<file path="src/rtl/adder_pkg.sv">
// Shared constants and beat type for the adder datapath.
package adder_pkg;

  localparam int DATAW = 128;

  typedef struct packed {
    logic             last;
    logic [DATAW-1:0] data;
  } beat_t;

  localparam int BEATW = $bits(beat_t);

endpackage

</file>
<file path="src/rtl/adder_client_fifo.sv">
// Synchronous first-word-fall-through FIFO; head entry is read straight off registered storage.
module adder_client_fifo
  import adder_pkg::*;
#(
  parameter int WIDTH = BEATW,
  parameter int DEPTH = 8
) (
  input  logic                     clk,
  input  logic                     rst,
  input  logic                     push,
  input  logic [WIDTH-1:0]         wdata,
  input  logic                     pop,
  output logic [WIDTH-1:0]         rdata,
  output logic                     full,
  output logic                     empty,
  output logic [$clog2(DEPTH):0]   level
);

  localparam int AW = $clog2(DEPTH);
  localparam logic [AW:0] ONE = {{AW{1'b0}}, 1'b1};

  logic [WIDTH-1:0] mem_r [DEPTH];
  logic [AW:0]      wr_ptr_r;
  logic [AW:0]      rd_ptr_r;
  logic [AW:0]      level_r;
  logic             push_ok_s;
  logic             pop_ok_s;

  // Wrap bit differs with equal index only when the buffer is full.
  assign full  = (wr_ptr_r[AW] != rd_ptr_r[AW]) &&
                 (wr_ptr_r[AW-1:0] == rd_ptr_r[AW-1:0]);
  assign empty = (wr_ptr_r == rd_ptr_r);
  assign level = level_r;
  assign rdata = mem_r[rd_ptr_r[AW-1:0]];

  // Full refuses a write even when the head leaves in the same cycle.
  assign push_ok_s = push && !full;
  assign pop_ok_s  = pop && !empty;

  // Entry storage, written at the write pointer.
  always_ff @(posedge clk) begin
    if (push_ok_s) begin
      mem_r[wr_ptr_r[AW-1:0]] <= wdata;
    end
  end

  // Pointers and occupancy.
  always_ff @(posedge clk) begin
    if (!rst) begin
      wr_ptr_r <= '0;
      rd_ptr_r <= '0;
      level_r  <= '0;
    end else begin
      if (push_ok_s) begin
        wr_ptr_r <= wr_ptr_r + ONE;
      end
      if (pop_ok_s) begin
        rd_ptr_r <= rd_ptr_r + ONE;
      end
      unique case ({push_ok_s, pop_ok_s})
        2'b10:   level_r <= level_r + ONE;
        2'b01:   level_r <= level_r - ONE;
        default: level_r <= level_r;
      endcase
    end
  end

endmodule

</file>
<file path="src/rtl/adder_client.sv">
// Host-side feeder for the adder: buffers addends and streams them out over AXI-Stream.
module adder_client
  import adder_pkg::*;
#(
  parameter int DATAW      = adder_pkg::DATAW,
  parameter int FIFO_DEPTH = 8,
  parameter int CNTW       = 32
) (
  input  logic                          clk,
  input  logic                          rst,
  input  logic                          client_valid,
  input  logic [DATAW-1:0]              client_data,
  input  logic                          client_last,
  output logic                          client_ready,
  output logic                          axis_adder_interface_tvalid,
  output logic [DATAW-1:0]              axis_adder_interface_tdata,
  output logic                          axis_adder_interface_tlast,
  input  logic                          axis_adder_interface_tready,
  output logic [$clog2(FIFO_DEPTH):0]   fifo_level,
  output logic [CNTW-1:0]               beats_sent,
  output logic                          txn_done
);

  localparam logic [CNTW-1:0] CNT_ONE = {{(CNTW-1){1'b0}}, 1'b1};

  beat_t            wbeat_s;
  beat_t            rbeat_s;
  logic [BEATW-1:0] rdata_s;
  logic             full_s;
  logic             empty_s;
  logic             push_s;
  logic             pop_s;
  logic [CNTW-1:0]  beats_sent_r;
  logic             txn_done_r;

  // tvalid comes only from occupancy, never from tready.
  assign client_ready                = rst && !full_s;
  assign axis_adder_interface_tvalid = rst && !empty_s;
  assign push_s = client_valid && client_ready;
  assign pop_s  = axis_adder_interface_tvalid && axis_adder_interface_tready;

  assign wbeat_s = '{last: client_last, data: client_data};
  assign rbeat_s = beat_t'(rdata_s);
  assign axis_adder_interface_tdata = rbeat_s.data;
  assign axis_adder_interface_tlast = rbeat_s.last;

  adder_client_fifo #(
    .WIDTH (BEATW),
    .DEPTH (FIFO_DEPTH)
  ) u_fifo (
    .clk   (clk),
    .rst   (rst),
    .push  (push_s),
    .wdata (wbeat_s),
    .pop   (pop_s),
    .rdata (rdata_s),
    .full  (full_s),
    .empty (empty_s),
    .level (fifo_level)
  );

  // Delivered-beat counter and end-of-transaction pulse.
  always_ff @(posedge clk) begin
    if (!rst) begin
      beats_sent_r <= '0;
      txn_done_r   <= 1'b0;
    end else begin
      if (pop_s) begin
        beats_sent_r <= beats_sent_r + CNT_ONE;
      end
      txn_done_r <= pop_s && axis_adder_interface_tlast;
    end
  end

  assign beats_sent = beats_sent_r;
  assign txn_done   = txn_done_r;

endmodule

</file>
<file path="config.mk">
export PLATFORM = sky130hd
export DESIGN_NAME = adder_client
export DESIGN_NICKNAME = d
export VERILOG_FILES = /design/src/rtl/adder_pkg.sv /design/src/rtl/adder_client_fifo.sv /design/src/rtl/adder_client.sv
export SDC_FILE = /design/constraint.sdc
export NUM_CORES = 1
export LEC_CHECK = 0
export ABC_AREA = 0
export CORE_ASPECT_RATIO = 1.25
export CORE_MARGIN = 3
export CORE_UTILIZATION = 58
export DETAILED_ROUTE_END_ITERATION = 10
export GPL_ROUTABILITY_DRIVEN = 0
export PLACE_DENSITY = 0.8
export SYNTH_ARGS = -nofsm -noshare
export SYNTH_HDL_FRONTEND = slang
export SYNTH_HIERARCHICAL = 1
export SYNTH_SLANG_ARGS = --single-unit
</file>
<file path="constraint.sdc">
create_clock -name clk -period 25 [get_ports clk]
set_input_delay 6.25 -clock clk [delete_from_list [all_inputs] [get_ports clk]]
set_output_delay 6.25 -clock clk [all_outputs]
set_load 0.1 [all_outputs]
</file>
# == Word level (Yosys, flattened, before mapping) ==
# Memories as Yosys holds them, arrays and structs flattened. A register that Yosys moved wholly into a read port is not among the register bits.
# Index checks and enable logic that the tools add are counted.
# op_classes
n_addsub,5
mul,0
n_div,0
n_lt_le_gt_ge,0
eq_ne,5
n_shift,0
mux,5
bitwise_logic,0
n_reduce_logical,11
# op_table
op,count
$add A32 B1 Y32 const B,1
$add A4 B1 Y4 const B,3
$logic_and A1 B1 Y1,8
$pmux W4 S2,1
$mux W3,2
$eq A4 B4 Y1,1
$sub A4 B1 Y4 const B,1
$eq A3 B3 Y1,1
$eq A2 B1 Y1 const B,1
$eq A2 B2 Y1 const B,1
$logic_not A1 Y1,2
$mux W1,2
$reduce_bool A2 Y1,1
$ne A1 B1 Y1,1
# word_totals
regBits,45
latchBits,0
ram_bits,1032
romBits,0
memories,1
# mem_list
memory,depth,word_bits,rd,rd_clocked_by_memory_dff,write_ports,line,text
u_fifo.mem_r,8,129,1,1,1,adder_client_fifo.sv:22,logic [WIDTH-1:0] mem_r [DEPTH];

# == Logic depth before layout (Yosys ltp) ==
# Gate-level depths: netlist of the first run.
# logic_depth
depth_word,8
depth_mapped,15
depth_no_buf,14

# == By module ==
# Netlist of the first run, hierarchy kept.
# by_module_without_submodules
mod,instances,cells_per_inst,area_each_um2,seq_area_each_um2
adder_client_fifo,1,1590,39532.9,31290.0
adder_client,1,181,1541.5,660.6

# == Worst setup path before layout of the first run ==
# Ideal clock, no wire load.
# synth_path
path_type,input-to-reg
from,in rst
to,mem u_fifo/mem_r[3][0] (netlist name) (enable)
setup_ns,0.977
arrival_ns,21.233
t_required_ns,24.023
setup_slack_ns,2.790
stages,5
path_cell_list,inv_1 -> nor2_1 -> and2_1 -> nand2_1 -> nor4b_1
# synth_between
elab_chain_len,5
# synth_lines
element,line,text
"start, declared",adder_client.sv:10,"input logic rst,"
$logic_and A1 B1 Y1,adder_client.sv:37,assign client_ready = rst && !full_s;
via client_ready,adder_client.sv:14,"output logic client_ready,"
$logic_and A1 B1 Y1,adder_client.sv:39,assign push_s = client_valid && client_ready;
via push_s,adder_client.sv:31,logic push_s;
$logic_and A1 B1 Y1,adder_client_fifo.sv:37,assign push_ok_s = push && !full;
$mux W1,adder_client_fifo.sv:42,if (push_ok_s) begin
$mux W1 (implied by the code),adder_client_fifo.sv:43,mem_r[wr_ptr_r[AW-1:0]] <= wdata;
"end, declared",adder_client_fifo.sv:22,
# The timed path passes the listed nets, and every way through them passes these cells.

# == Worst setup path after layout of the first run ==
# layout_path
from,in rst
to,out client_ready
# layout_between
elab_chain_len,1
# layout_lines
element,line
$logic_and A1 B1 Y1,adder_client.sv:37
"end, declared",adder_client.sv:14
# Every way passes these cells.

==> results by group, run 1 <==
Placed design
  • Placed inst area: 45200 sq um
  • IO buf count: 300
  • Setup WS pre-CTS: 9.69 ns
  • Dpl hpwl: 43100 um

Timing
  • Period utilization: 0.613
  • Crit path time final: 15.32 ns
  • Min Hold Slack: 0.477 ns
  • Slew @ Worst Pin: 1.22 ns
  • Final worst clock skew: 0.0190 ns
  • Setup TNS: 0 ns
  • RSZ-0062 raised after global routing: false
  • Hold Fails Final Rpt: 0
  • FMAX: 0.0653 GHz
  • Setup-failing EPs final: 0
  • Slew headroom: 0.181
  • Final worst slack: 9.68 ns
  • Final number of max-transition violations: 0

Global routing
  • Initial antenna violation count: 8
  • First-pass GRT wire length: 126000 um
  • GRT Util Overall: 0.229
  • Largest net degree at the start of global routing: 130
  • Global route overflow: 0
  • Number of global-route vias before repair: 20200

Yosys
  • Most common cell in the synthesized netlist: edfxtp_1
  • Post-synthesis sequential element count: 1080
  • Post-synth EDFFs: 1032
  • Register area share after synthesis: 0.778
  • Asr flop ratio synth: 0
  • Syn_nets: 1910
  • Most used DFF post-synth: edfxtp_1
  • Synth cell types: 43
  • Area leader, netlist: edfxtp_1
  • Top cells by count, synth: 1032 x edfxtp_1, 258 x mux4_2, 129 x mux2_2
  • Yosys warns: 6
  • Post-synth top area share: 0.754
  • Synth area leaders: edfxtp_1 75%, mux4_2 14%, mux2_2 3.5%
  • Synth Cell Area: 41100 sq um
  • Cells after Synth: 1771
  • Syn Area/Cell: 23.2 sq um

Min path
  • Hold depth: 2
  • Type of the worst min-delay path: register to register
  • Hold Path Sink: u_fifo/level[3]
  • Min-delay src: u_fifo/level[3]

CTS
  • TritonCTS Buffers: 101
  • CTS clk-pin slew, worst paths: 0.06 ns
  • Clk sink count: 1080
  • H-tree Lvls: 3
  • Hold_buf cts: 0
  • CTS root buffer: clkbuf_16
  • Worst-Skew Late Latency: 0.65 ns
  • CTS max path bufs: 3
  • CTS tree: built
  • Post-CTS Repair Setup Buffers: 0
  • CTS resizes: 0

Worst setup path
  • Worst r2r path cells: 9
  • Crit path launch type: primary input
  • Startpoint of the worst register-to-register path: u_fifo/wr_ptr_r[0]
  • Worst-path fanout max: 32
  • Crit-path most repeated cell: clkdlybuf4s50_1
  • Slowest CP cell: clkdlybuf4s50_1
  • Family with the most delay on the worst path: buffers and inverters
  • Crit path capture type: primary output
  • Worst Path Buf+Inv: 3
  • FF-to-FF End: u_fifo/mem_r[5][56]
  • CP Data Arrival Time: 9.07 ns
  • Max incr delay on CP: 1.18 ns
  • CP Data Required Time: 18.75 ns
  • Reg2Reg Setup Slack: 20.56 ns
  • Crit path kind: primary input to primary output
  • Crit-path cells: clkdlybuf4s50_1 -> inv_1 -> nor2_1 -> clkdlybuf4s50_1

Floorplan
  • Die height: 304 um
  • Core footprint: 69700 sq um
  • Width of the die: 244 um
  • Die area: 74100 sq um
  • Starting Density: 0.589
  • Boundary pin count: 301
  • Floorplan row count: 108

Cells and area
  • Fillcell total: 4154
  • Post-route cell area: 48400 sq um
  • Nets: 2253
  • Share of cells above drive strength 1: 0.262
  • Area Overhead vs Synth: 17.9%
  • FF/Latch Area: 32000 sq um
  • Area of the multi-input gates: 8700 sq um

Pwr
  • Cell Pwr Density: 76.6 nW/um^2
  • Max rail drop VDD: 0.0815 mV
  • Lkg Pwr: 14.7 nW

Detailed routing
  • DRC: 0
  • DR iter-0 viols: 1628
  • Post-route ant nets: 0
  • DRT Pass-1 Iters: 7
  • Vias: 19100
  • Drt wl/cell: 26.6 um
  • Vias per inst: 6.10
  • Final WL: 83400 um

Job
  • Max Cap Viol: 0

Status
  • Run status: completed
[cell usage in the layout (no fill, tap or decap), types with 4 or more instances in the layout]
cell type	n
a21oi_1	24
buf_12	7
buf_4	18
bufinv_16	9
clkbuf_1	21
clkbuf_16	103
clkbuf_8	4
clkdlybuf4s50_1	300
clkinv_1	19
clkinv_2	14
dfxtp_1	45
diode_2	4
edfxtp_1	1032
ha_1	6
inv_1	12
inv_6	6
mux2_2	129
mux4_2	258
nand2_1	20
nand3_1	10
nand4_1	11
nor2_1	19
nor3_1	4
nor4_2	4
o21ai_0	15
o31ai_1	12
or3_1	14
or4_1	16
xnor2_1	7
xor2_1	9
[sequential cells by signal, summed over array words and instances, names as in the netlist, named ones only]
register	flops
u_fifo/mem_r	1032
u_fifo/wr_ptr_r	4
u_fifo/rd_ptr_r	4
txn_done	1
beats_sent	32
u_fifo/level	4
[metal layers]
metal	GRT usage	vias up	share of wire
met5	0	-	0.00046
met2	0.387	717	0.52
li1	-	8192	-
met1	0.309	10000	0.39
met3	0.0447	141	0.068
met4	0.0658	6	0.021
[per-stage QoR]
step / utilization / cells / power, mW
after floorplan: - / 1771 / 2.19
after global placement: 0.648 / 2946 / 2.25
after detailed placement: 0.648 / 2946 / 2.26
after CTS: 0.694 / 3128 / 3.74
after global routing: 0.694 / 3128 / 3.82
final: 0.694 / 3132 / 3.71
[worst reg2reg max path, stage by stage, from the launching register on]
cell and delay, ns:
dfxtp_1 0.64, xor2_2 0.36, or3_4 0.22, nor2_1 0.17, nor2_1 0.25, and2_1 0.33, nand2_1 0.15, nor3_2 0.29
buf_4 0.77, buf_4 0.87
[power by group]
group | leakage (nW) | internal [mW] | switching, mW
Combinational | 3.45 | 0.0651 | 0.145
Sequential | 9.71 | 2.00 | 0.00651
Clock | 1.58 | 0.861 | 0.631
Total | 14.7 | 2.93 | 0.783
[worst max-delay path by stage]
stage | start | to | slack [ns] | cells after the start
2_1_floorplan | rst | u_fifo/mem_r[3][0] | 2.79 | 5
3_3_place_gp | rst | client_ready | 9.78 | 4
3_5_place_dp | rst | client_ready | 9.69 | 4
4_1_cts | rst | client_ready | 9.67 | 4
5_1_grt | rst | client_ready | 9.51 | 4
6_report | rst | client_ready | 9.68 | 4
[cell families (layout without fill, tap and decap cells)]
| kind of cell | Yosys count | after routing | synth area share |
|---|---|---|---|
| xor+xnor | 19 | 19 | 0.00515 |
| flops | 1080 | 1080 | 0.778 |
| buf+inv | 98 | 520 | 0.0116 |
| other cells | 0 | 4 | 0 |
| fa+ha+maj | 6 | 6 | 0.00183 |
| simple gates | 119 | 119 | 0.0167 |
| mux | 390 | 390 | 0.178 |
| compound gates | 59 | 59 | 0.00935 |
[cell type report]
class,count,share of cell area
multi-input combinational,593,0.180
sequential,1080,0.660
clock buffer,128,0.0560
inverter,13,0.00101
antenna,4,0.000207
timing repair buffer,325,0.0677
clock inverter,54,0.0110
tap,935,0.0242
Power figures use the tool's default switching activity.
==> inputs of run 2 (changes only) <==
CORE_UTILIZATION = 53   (was 58)
PLACE_DENSITY = 0.77   (was 0.8)
clock period = 13 ns   (was 25 ns; I/O delays follow)
==> run 2 against run 1 <==
  * Worst hold slack got worse by 0.0068 ns
  * Critical path depth is the same
  * Sequential power is 92% higher
  * Highest routed layer unchanged
  * Flip-flop and latch count did not move
  * Critical path type unchanged
  * First-iteration DRC count is 9.6% lower
  * Clock power rose by 99%
  * Cell area increased by 0.36%
  * Non-clock buffer count fell by 9
  * Largest power group unchanged
==> results by group, run 2 (synthesis gave the netlist of run 1 again) <==
Placed design
  • Dpl hpwl: 43500 um (was 43100 um)
  • IO buf count: 300 (unchanged)
  • Placed insts: 2979 (was 2946)

CTS
  • Hold_buf cts: 0 (unchanged)
  • CTS max path bufs: 3 (unchanged)
  • TritonCTS Buffers: 100 (was 101)
  • CTS resizes: 0 (unchanged)
  • Clk sink count: 1080 (unchanged)
  • H-tree Lvls: 3 (unchanged)
  • CTS tree: built (unchanged)
  • CTS root buffer: clkbuf_16 (unchanged)
  • Worst-Skew Late Latency: 0.65 ns (about the same)
  • Post-CTS Repair Setup Buffers: 0 (unchanged)
  • CTS clk-pin slew, worst paths: 0.06 ns (about the same)

Detailed routing
  • Vias per inst: 5.97 (was 6.10)
  • DRT Pass-1 Iters: 6 (was 7)
  • DR iter-0 viols: 1472 (was 1628)
  • Met3 WL: 6090 um (was 5700 um)
  • Highest routed layer: met5 (unchanged)
  • Vias: 18900 (was 19100)
  • Post-route ant nets: 0 (unchanged)
  • Drt wl/cell: 26.3 um (was 26.6 um)
  • Final WL: 83600 um (was 83400 um)
  • DRC: 0 (unchanged)
  • DR WL met2: 42900 um (was 43400 um)
  • M1 wire length: 32500 um (was 32400 um)

Cells and area
  • Most frequent cells in the layout: 1032 x edfxtp_1, 300 x clkdlybuf4s50_1, 258 x mux4_2 (unchanged)
  • Fillcell total: 4979 (was 4154)
  • Nets: 2243 (was 2253)
  • Post-Layout Cell Count: 3174 (was 3132)
  • Share of cells above drive strength 1: 0.260 (was 0.262)
  • Area Overhead vs Synth: 18.3% (was 17.9%)
  • Max reg flops: 1032 (unchanged)
  • Commonest non-fill, non-tap cell in the layout: edfxtp_1 (unchanged)

Min path
  • Type of the worst min-delay path: register to register (unchanged)

Floorplan
  • Die area: 80900 sq um (was 74100 sq um)
  • Starting Density: 0.538 (was 0.589)
  • Floorplan row count: 113 (was 108)
  • Width of the die: 255 um (was 244 um)
  • Boundary pin count: 301 (unchanged)
  • Core footprint: 76300 sq um (was 69700 sq um)
  • Die height: 317 um (was 304 um)

Worst setup path
  • CP Data Arrival Time: 6.08 ns (was 9.07 ns)
  • Crit-path cells: clkdlybuf4s50_1 -> inv_1 -> nor2_1 -> clkdlybuf4s50_1 (unchanged)
  • Crit path launch type: primary input (unchanged)
  • Worst-path fanout max: 32 (unchanged)
  • CP Data Required Time: 9.75 ns (was 18.75 ns)
  • Crit-path most repeated cell: clkdlybuf4s50_1 (unchanged)
  • Slowest CP cell: clkdlybuf4s50_1 (unchanged)
  • Crit path capture type: primary output (unchanged)
  • Crit path kind: primary input to primary output (unchanged)
  • Max incr delay on CP: 1.18 ns (about the same)

Timing
  • Crit path time final: 9.33 ns
  • Slew headroom: 0.109 (was 0.181)
  • Setup-failing EPs final: 0 (unchanged)
  • RSZ-0062 raised after global routing: false (unchanged)
  • Final number of max-transition violations: 0 (unchanged)
  • Slew @ Worst Pin: 1.33 ns (was 1.22 ns)
  • Hold Fails Final Rpt: 0 (unchanged)
  • FMAX: 0.107 GHz
  • Period utilization: 0.718
  • Setup TNS: 0 ns (unchanged)
  • Final worst clock skew: 0.0239 ns (was 0.0190 ns)

Status
  • Run status: completed (unchanged)

Global routing
  • GRT Util Overall: 0.212 (was 0.229)
  • Largest net degree at the start of global routing: 163 (was 130)
  • Initial antenna violation count: 15 (was 8)
  • First-pass GRT wire length: 126000 um (about the same)
  • Global route overflow: 0 (unchanged)
  • Number of global-route vias before repair: 20100 (was 20200)

Pwr
  • Lkg Pwr: 14.7 nW (about the same)
  • Max rail drop VDD: 0.155 mV (was 0.0815 mV)
  • Cell Pwr Density: 149 nW/um^2 (was 76.6 nW/um^2)

Job
  • Max Cap Viol: 0 (unchanged)
==> run 2: routing by layer <==
layer / track usage / vias up
li1: - / 8188
met1: 0.273 / 10000
met2: 0.356 / 593
met3: 0.0542 / 129
met4: 0.0695 / 16
met5: 0 / -
==> run 2: through the flow <==
stage          hold slack [ns]  total power, mW   util  cell area [sq um]  setup slack (ns)
3_5_place_dp             0.463             4.34  0.592              45200              3.69
4_1_cts                  0.472             7.29  0.636              48600              3.69
6_report                 0.471             7.23  0.636              48600              3.67
3_3_place_gp             0.447             4.33  0.592              45200              3.76
2_1_floorplan            0.498             4.20      -              41100             -5.15
5_1_grt                  0.491             7.44  0.636              48600              3.53
==> run 2: worst max-delay path: cells and delay by family <==
kind | cells | cell delay (ns)
buffers and inverters | 3 | 2.49
and+or+nand+nor | 1 | 0.33
==> run 2: worst paths after layout <==
kind	slack, ns	end	startpoint	depth (start not counted)
max	3.67	client_ready	rst	4
min	0.47	u_fifo/level[3]	u_fifo/level[3]	2
max reg2reg	8.24	u_fifo/mem_r[4][61]	u_fifo/wr_ptr_r[0]	8
min reg2reg	0.47	u_fifo/level[3]	u_fifo/level[3]	2
==> run 2: power by group <==
part	total (mW)	leakage (nW)	internal [mW]	switching (mW)
clock	2.96	1.62	1.74	1.22
combinational	0.405	3.41	0.126	0.280
sequential	3.86	9.71	3.85	0.0128
total	7.23	14.7	5.71	1.51
==> run 2: cell type report <==
| cell class | count | area, sq um | share of cell area |
|---|---|---|---|
| timing repair buffer | 316 | 3240 | 0.0666 |
| tap | 977 | 1220 | 0.0252 |
| clock inverter | 56 | 588 | 0.0121 |
| antenna | 10 | 25.0 | 0.000515 |
| sequential | 1080 | 32000 | 0.658 |
| clock buffer | 129 | 2770 | 0.0570 |
| inverter | 13 | 48.8 | 0.00100 |
| multi-input combinational | 593 | 8730 | 0.180 |
==> inputs of run 3 (changes only) <==
clock period = 8.48 ns   (was 13 ns; I/O delays follow)
==> run 3 against run 2 <==
  * Register-to-register slack worse by 3.9 ns
  * Wire length is 1.4% lower
  * Critical path depth stayed put
  * Critical path type unchanged
  * Combinational power is 53% higher
  * Highest routed layer unchanged
  * Global-route usage is 0.23 points lower
  * Sequential power is 53% higher
  * Die area stayed put
  * Non-clock buffer count is 10 higher
  * Clock-buffer cell count is 1 lower
  * First-iteration DRC count is 11% lower
  * Sequential share of layout area is 0.11 points lower
==> results by group, run 3 (synthesis gave the netlist of run 1 again) <==
Floorplan
  • Boundary pin count: 301 (unchanged)
  • Floorplan row count: 113 (unchanged)
  • Width of the die: 255 um (unchanged)
  • Die height: 317 um (unchanged)
  • Die area: 80900 sq um (unchanged)
  • Starting Density: 0.538 (unchanged)
  • Core footprint: 76300 sq um (unchanged)

Worst setup path
  • Worst Path Buf+Inv: 3 (unchanged)
  • Crit-path most repeated cell: clkdlybuf4s50_1 (unchanged)
  • FF-to-FF End: u_fifo/mem_r[2][61] (was u_fifo/mem_r[4][61])
  • CP Data Arrival Time: 4.88 ns (was 6.08 ns)
  • Crit path kind: primary input to primary output (unchanged)
  • Max incr delay on CP: 1.17 ns (was 1.18 ns)
  • Worst-path fanout max: 32 (unchanged)
  • Reg2Reg Setup Slack: 4.34 ns (was 8.24 ns)
  • Worst r2r path cells: 10 (was 8)
  • Crit path launch type: primary input (unchanged)
  • Slowest CP cell: clkdlybuf4s50_1 (unchanged)
  • CP Data Required Time: 6.36 ns (was 9.75 ns)
  • Family with the most delay on the worst path: buffers and inverters (unchanged)
  • Crit path capture type: primary output (unchanged)
  • Crit-path cells: clkdlybuf4s50_1 -> inv_1 -> nor2_1 -> clkdlybuf4s50_1 (unchanged)
  • Startpoint of the worst register-to-register path: u_fifo/wr_ptr_r[0] (unchanged)

Placed design
  • IO buf count: 300 (unchanged)
  • Dpl hpwl: 42400 um (was 43500 um)

CTS
  • CTS max path bufs: 3 (unchanged)
  • Clk sink count: 1080 (unchanged)
  • CTS clk-pin slew, worst paths: 0.06 ns (about the same)
  • TritonCTS Buffers: 103 (was 100)
  • H-tree Lvls: 3 (unchanged)
  • CTS tree: built (unchanged)
  • Hold_buf cts: 0 (unchanged)
  • Worst-Skew Late Latency: 0.66 ns (was 0.65 ns)
  • CTS resizes: 0 (unchanged)
  • CTS root buffer: clkbuf_16 (unchanged)
  • Post-CTS Repair Setup Buffers: 0 (unchanged)

Cells and area
  • Share of cells above drive strength 1: 0.260 (about the same)
  • Nets: 2256 (was 2243)
  • Area Overhead vs Synth: 18.5% (was 18.3%)
  • Most frequent cells in the layout: 1032 x edfxtp_1, 300 x clkdlybuf4s50_1, 258 x mux4_2 (unchanged)
  • Max reg flops: 1032 (unchanged)
  • Commonest non-fill, non-tap cell in the layout: edfxtp_1 (unchanged)
  • Fillcell total: 4971 (was 4979)

Pwr
  • Cell Pwr Density: 226 nW/um^2 (was 149 nW/um^2)
  • Lkg Pwr: 14.8 nW (was 14.7 nW)
  • Max rail drop VDD: 0.193 mV (was 0.155 mV)

Detailed routing
  • DRT Pass-1 Iters: 4 (was 6)
  • Post-route ant nets: 0 (unchanged)
  • Vias: 19100 (was 18900)
  • DR iter-0 viols: 1303 (was 1472)
  • Vias per inst: 5.99 (was 5.97)
  • Final WL: 82400 um (was 83600 um)
  • DRC: 0 (unchanged)
  • Drt wl/cell: 25.9 um (was 26.3 um)

Timing
  • Period utilization: 0.826
  • Final number of max-transition violations: 0 (unchanged)
  • Final worst clock skew: 0.0165 ns (was 0.0239 ns)
  • Slew headroom: 0.245 (was 0.109)
  • Setup TNS: 0 ns (unchanged)
  • Slew @ Worst Pin: 1.13 ns (was 1.33 ns)
  • Hold Fails Final Rpt: 0 (unchanged)
  • Setup-failing EPs final: 0 (unchanged)
  • FMAX: 0.143 GHz
  • Min Hold Slack: 0.481 ns (was 0.471 ns)
  • RSZ-0062 raised after global routing: false (unchanged)
  • Crit path time final: 7.00 ns

Global routing
  • Global route overflow: 0 (unchanged)
  • Number of global-route vias before repair: 20300 (was 20100)
  • First-pass GRT wire length: 126000 um (about the same)
  • Largest net degree at the start of global routing: 145 (was 163)
  • Initial antenna violation count: 14 (was 15)
  • GRT Util Overall: 0.209 (was 0.212)

Min path
  • Type of the worst min-delay path: register to register (unchanged)
  • Hold Path Sink: beats_sent[31] (was u_fifo/level[3])
  • Hold depth: 1 (was 2)
  • Min-delay src: beats_sent[31] (was u_fifo/level[3])

Status
  • Run status: completed (unchanged)

Job
  • Max Cap Viol: 0 (unchanged)
run 3: layout make-up:
cell class | instances | area [sq um] | area share
diodes | 10 | 25.0 | 0.000514
clock buffers | 128 | 2770 | 0.0568
clock inverters | 53 | 500 | 0.0103
inverters | 13 | 48.8 | 0.00100
multi-input cells | 593 | 8750 | 0.180
flip-flops and latches | 1080 | 32000 | 0.657
well taps | 977 | 1220 | 0.0251
repair buffers | 326 | 3390 | 0.0696
run 3: metrics by stage:
step | power [mW] | cell area (sq um) | setup slack [ns] | utilization | std cells
after global placement | 6.64 | 45400 | 1.52 | 0.594 | 2989
after floorplan | 6.43 | 41200 | 0.266 | - | 1771
after detailed placement | 6.66 | 45400 | 1.46 | 0.594 | 2989
final | 11.0 | 48700 | 1.48 | 0.637 | 3180
after CTS | 11.1 | 48600 | 1.45 | 0.637 | 3170
after global routing | 11.3 | 48700 | 1.32 | 0.637 | 3176
run 3: metal layers:
layer	global-route usage	share of wire	vias to the layer above	routed length [um]
li1	-	-	8205	-
met1	0.274	0.40	10200	32700
met2	0.347	0.51	559	42100
met3	0.0528	0.065	130	5340
met4	0.0703	0.027	10	2230
met5	0	0.00093	-	77
run 3: worst max-delay path by stage:
stage,slack (ns),cells after the start,endpoint,from
floorplan,0.27,5,u_fifo/mem_r[3][0],rst
global placement,1.52,4,axis_adder_interface_tvalid,rst
detailed placement,1.46,4,axis_adder_interface_tvalid,rst
CTS,1.45,4,axis_adder_interface_tvalid,rst
global route,1.32,4,axis_adder_interface_tvalid,rst
finish,1.48,4,axis_adder_interface_tvalid,rst
run 3: report_power, final:
part | switching, mW | leakage (nW) | internal [mW]
clock network | 1.86 | 1.59 | 2.57
logic | 0.427 | 3.48 | 0.193
registers | 0.0191 | 9.71 | 5.90
total | 2.31 | 14.8 | 8.67
